`config.mk`:
```
export PLATFORM = sky130hd
export DESIGN_NAME = gpu_ucode_sequencer
export DESIGN_NICKNAME = d
export VERILOG_FILES = /design/src/rtl/gpu_ucode_sequencer.sv
export SDC_FILE = /design/constraint.sdc
export NUM_CORES = 1
export LEC_CHECK = 0
export BUFFER_PORTS_ARGS = -buffer_cell sky130_fd_sc_hd__clkbuf_2
export CORE_AREA = 2 2 78 80
export DETAILED_ROUTE_END_ITERATION = 7
export DIE_AREA = 0 0 80 82
export GPL_ROUTABILITY_DRIVEN = 0
export PLACE_DENSITY = 0.7
export SLEW_MARGIN = 20
export SYNTH_ARGS = -nofsm -noshare
export SYNTH_HDL_FRONTEND = slang
export SYNTH_SLANG_ARGS = --single-unit
```
`constraint.sdc`:
```
create_clock -name Clock -period 2.48 [get_ports Clock]
set_clock_uncertainty 0.1 [all_clocks]
set_input_delay 0.248 -clock Clock [delete_from_list [all_inputs] [get_ports Clock]]
set_output_delay 0.248 -clock Clock [all_outputs]
set_load 0.05 [all_outputs]
```
`src/rtl/gpu_ucode_sequencer.sv`:
```
// Microcode fetch/issue stage: owns the ucode PC, resolves control flow locally and
// issues datapath ops as one-cycle pulses, stalling on VMEM-read / framebuffer-write handshakes.
`ifndef GPU_UOP_SZ
`define GPU_UOP_SZ 32
`endif

module gpu_ucode_sequencer #(
    parameter int unsigned PC_W  = 8,
    parameter int unsigned UOP_W = `GPU_UOP_SZ
) (
    input  logic             Clock,
    input  logic             Reset,
    input  logic             iEnable,
    output logic [PC_W-1:0]  oUopAddr,
    input  logic [UOP_W-1:0] iUop,
    input  logic             iZero,
    output logic [UOP_W-1:0] oIssueUop,
    output logic             oIssueValid,
    output logic             oVmemReq,
    input  logic             iVmemAck,
    output logic             oFbReq,
    input  logic             iFbAck,
    output logic [1:0]       oState
);

    localparam logic [4:0] OpGnop      = 5'd0;
    localparam logic [4:0] OpGgoto     = 5'd1;
    localparam logic [4:0] OpGjz       = 5'd2;
    localparam logic [4:0] OpGjnz      = 5'd3;
    localparam logic [4:0] OpGrvmem    = 5'd4;
    localparam logic [4:0] OpGwfbuffer = 5'd5;

    typedef enum logic [1:0] {
        StIdle     = 2'd0,
        StRun      = 2'd1,
        StWaitVmem = 2'd2,
        StWaitFb   = 2'd3
    } state_e;

    state_e           state_q, state_d;
    logic [PC_W-1:0]  pc_q, pc_d;
    logic [UOP_W-1:0] issue_uop_q, issue_uop_d;
    logic             issue_valid_q, issue_valid_d;
    logic             vmem_req_q, vmem_req_d;
    logic             fb_req_q, fb_req_d;
    logic             issued_last_q, issued_last_d;

    logic [4:0]       opcode;
    logic [PC_W-1:0]  pc_inc;
    logic [PC_W-1:0]  jump_pc;
    logic             taken;

    assign opcode  = iUop[UOP_W-1 -: 5];
    assign pc_inc  = pc_q + PC_W'(1);
    assign jump_pc = iUop[PC_W-1:0];
    assign taken   = (opcode == OpGjz) ? iZero : !iZero;

    always_ff @(posedge Clock) begin
        if (!Reset) begin
            state_q       <= StIdle;
            pc_q          <= '0;
            issue_uop_q   <= '0;
            issue_valid_q <= 1'b0;
            vmem_req_q    <= 1'b0;
            fb_req_q      <= 1'b0;
            issued_last_q <= 1'b0;
        end else begin
            state_q       <= state_d;
            pc_q          <= pc_d;
            issue_uop_q   <= issue_uop_d;
            issue_valid_q <= issue_valid_d;
            vmem_req_q    <= vmem_req_d;
            fb_req_q      <= fb_req_d;
            issued_last_q <= issued_last_d;
        end
    end

    always_comb begin
        state_d       = state_q;
        pc_d          = pc_q;
        issue_uop_d   = issue_uop_q;
        issue_valid_d = 1'b0;
        vmem_req_d    = vmem_req_q;
        fb_req_d      = fb_req_q;
        issued_last_d = 1'b0;
        case (state_q)
            StIdle: begin
                pc_d = '0;
                if (iEnable) state_d = StRun;
            end
            StRun: begin
                if (!iEnable) begin
                    state_d = StIdle;
                    pc_d    = '0;
                end else begin
                    case (opcode)
                        OpGnop:  pc_d = pc_inc;
                        OpGgoto: pc_d = jump_pc;
                        OpGjz, OpGjnz: begin
                            // A just-issued op has not updated iZero yet; hold one cycle.
                            if (!issued_last_q) pc_d = taken ? jump_pc : pc_inc;
                        end
                        default: begin
                            issue_uop_d   = iUop;
                            issue_valid_d = 1'b1;
                            issued_last_d = 1'b1;
                            pc_d          = pc_inc;
                            if (opcode == OpGrvmem) begin
                                vmem_req_d = 1'b1;
                                state_d    = StWaitVmem;
                            end else if (opcode == OpGwfbuffer) begin
                                fb_req_d = 1'b1;
                                state_d  = StWaitFb;
                            end
                        end
                    endcase
                end
            end
            StWaitVmem: begin
                if (iVmemAck) begin
                    vmem_req_d = 1'b0;
                    state_d    = iEnable ? StRun : StIdle;
                    if (!iEnable) pc_d = '0;
                end
            end
            StWaitFb: begin
                if (iFbAck) begin
                    fb_req_d = 1'b0;
                    state_d  = iEnable ? StRun : StIdle;
                    if (!iEnable) pc_d = '0;
                end
            end
            default: state_d = StIdle;
        endcase
    end

    always_comb begin
        oUopAddr    = pc_q;
        oIssueUop   = issue_uop_q;
        oIssueValid = issue_valid_q;
        oVmemReq    = vmem_req_q;
        oFbReq      = fb_req_q;
        oState      = state_q;
    end

endmodule

```
==> impl_metrics.ini <==
[global_routing]
antenna_found_initial = 0
grt_overflow_total = 0
grt_max_degree = 38
grt_pass1_wl_mm = 8.28
grt_pass1_vias = 1766
track_usage = 0.162

[critical_path]
max_stage_delay_ns = 0.59
worstPathRequired_ns = 2.61
rr_worst_depth = 4
slowest_stage = a311oi_2
cp.arrival_ns = 1.97
cp_max_fo = 8
crit_path_start_kind = flip-flop
cp_cell_sequence = nand3b_1, a311oi_2, o2111ai_1, o211ai_1
crit_type = flip-flop to flip-flop
r2r-end = oUopAddr[5]
reg2reg_from = oState[0]
crit_path_end_kind = flip-flop
cp-startpoint = oState[0]
regToRegSetupSlack_ns = 0.64

[finish]
antenna_cells = 0
drive_gt1_frac = 0.326
area_growth_pct = 28.1
layout.nets = 354
final_common_cell = clkbuf_2
mostFrequentLayoutCells = clkbuf_2 (82), nand2_1 (63), dfxtp_1 (45)

[clock_network]
holdBufCountCts = 0
clk_latency_ns = 0.30
cts_tree = done
cts_setup_buffers = 0
cts.path.max_buffers = 2
htree_levels = 2
cts_made_buffers = 5
clkTransAtPathRegs_ns = 0.10
cts_resized = 0
ctsRootBufferMaster = clkbuf_8
clock-sinks = 45

[sta]
setup_tns_ns = 0
maxSlewHeadroom = 0.495
maxSlewViolCount = 0
tightest_slew_ns = 0.757
rsz0062_at_grt = no
setup_slack_ns = 0.639
min_period_over_period = 0.742
hold_viol_final = 0
setup_viol = 0
fmaxAchievable_mhz = 543
post-route-min-period_ns = 1.84

[routing]
avgRoutedWirePerCell_um = 13.2
final_antenna_net_count = 0
drt-total-wl_mm = 5.16
num_vias = 1924
remaining_drc_errors = 0
drt-initial-drc-count = 152
drt_first_pass_iters = 4
drt-vias-per-instance = 4.92

[run_status]
status = completed

[floorplanning]
io_pins = 83
core_um2 = 5750
die_area_um2 = 6560
die_height_um = 82
rows = 28
die_x_um = 80
initial_core_util = 0.342

[placement]
port_buffers = 82
dp_slack_ns = 0.674
dp_hpwl_mm = 3.70

[power_and_ir_drop]
p_leak_nw = 1.07
power_mw = 1.46
power_density_nw_per_um2 = 580
peakVddDrop_v = 0.000281

[worst_hold_path]
hold_class = primary input to flip-flop
hold_end = oIssueUop[25]
min_from = iUop[25]
hold_depth = 3

[synth]
synthCells = 236
ys_ff_latch = 45
ys.flop_type = dfxtp_1
synthArstFlopShare = 0
synth_area_um2 = 1970
yosysWarningCount = 0
synth_edf_count = 0
synth_cell_type_count = 41
syn_area_per_cell_um2 = 8.33
synth-seq-area-share = 0.458
syn_nets = 275

[job]
maxCapViolations = 0
-- stage by stage --
step / hold slack [ns] / cells / cell area (µm²) / utilization
finish: 0.0552 / 391 / 2520 / 0.438
detailed placement: 0.346 / 383 / 2420 / 0.422
global placement: 0.342 / 383 / 2420 / 0.422
CTS: 0.0420 / 391 / 2520 / 0.438
floorplan: 0.266 / 236 / 1970 / -
global route: 0.0352 / 391 / 2520 / 0.438
-- flip-flops by register name, summed over array words and instances, names as in the netlist --
signal and count:
issued_last_q 1, oUopAddr 8, oIssueUop 32, oVmemReq 1
oState 2, oFbReq 1
-- final cells by class --
class                   count  area [µm²]
fillers                   602        3230
multi-input cells         172         967
flip-flops and latches     45         901
repair buffers             87         448
well taps                  75        93.8
clock buffers               5        68.8
clock inverters             3        25.0
inverters                   4        15.0
-- how the worst max path moves through the flow --
| stage | endpoint | slack, ns | cells past startpoint |
|---|---|---|---|
| 5_1_grt | oUopAddr[7] | 0.47 | 4 |
| 2_1_floorplan | oIssueUop[30] | 0.55 | 7 |
| 3_5_place_dp | oUopAddr[0] | 0.67 | 5 |
| 4_1_cts | oUopAddr[5] | 0.68 | 4 |
| 6_report | oUopAddr[5] | 0.64 | 4 |
| 3_3_place_gp | oUopAddr[5] | 0.70 | 5 |
-- critical path: cells and delay by family, from the launching register on --
kind	cells	cell delay, ns
AOI/OAI and AO/OA	3	0.95
DFF	1	0.49
and+or+nand+nor	1	0.24
-- metal layers --
layer / track usage / routed length (µm) / up-vias
met4: 0.0542 / 61 / 0
met1: 0.204 / 2320 / 861
met5: 0 / 0 / -
met3: 0.0473 / 369 / 5
li1: - / - / 984
met2: 0.267 / 2410 / 74
-- cell families after synthesis --
logic type / Yosys count / share of synthesized area
adder cells (fa/ha/maj): 1 / 0.00636
multiplexers: 8 / 0.0407
buffers and inverters: 19 / 0.0509
AND/OR/NAND/NOR: 101 / 0.233
flip-flops: 45 / 0.458
AO/OA/AOI/OAI: 62 / 0.211
-- synthesized netlist by cell type, types with 3 or more instances --
master	count	area, µm²
nand2_1	63	236
dfxtp_1	45	901
a21oi_1	31	155
o211ai_1	13	97.6
nor2_1	11	41.3
mux2i_1	8	80.1
nand3_1	7	35.0
clkbuf_1	6	22.5
buf_2	4	20.0
inv_1	4	15.0
nand4_1	4	25.0
nor3_1	4	20.0
o2111ai_1	3	26.3
-- power breakdown --
| group | internal [mW] | switching, mW | total (mW) |
|---|---|---|---|
| clock | 0.206 | 0.274 | 0.479 |
| sequential | 0.744 | 0.0143 | 0.758 |
| combinational | 0.0651 | 0.158 | 0.223 |
| total | 1.01 | 0.446 | 1.46 |
Power figures use the tool's default switching activity.
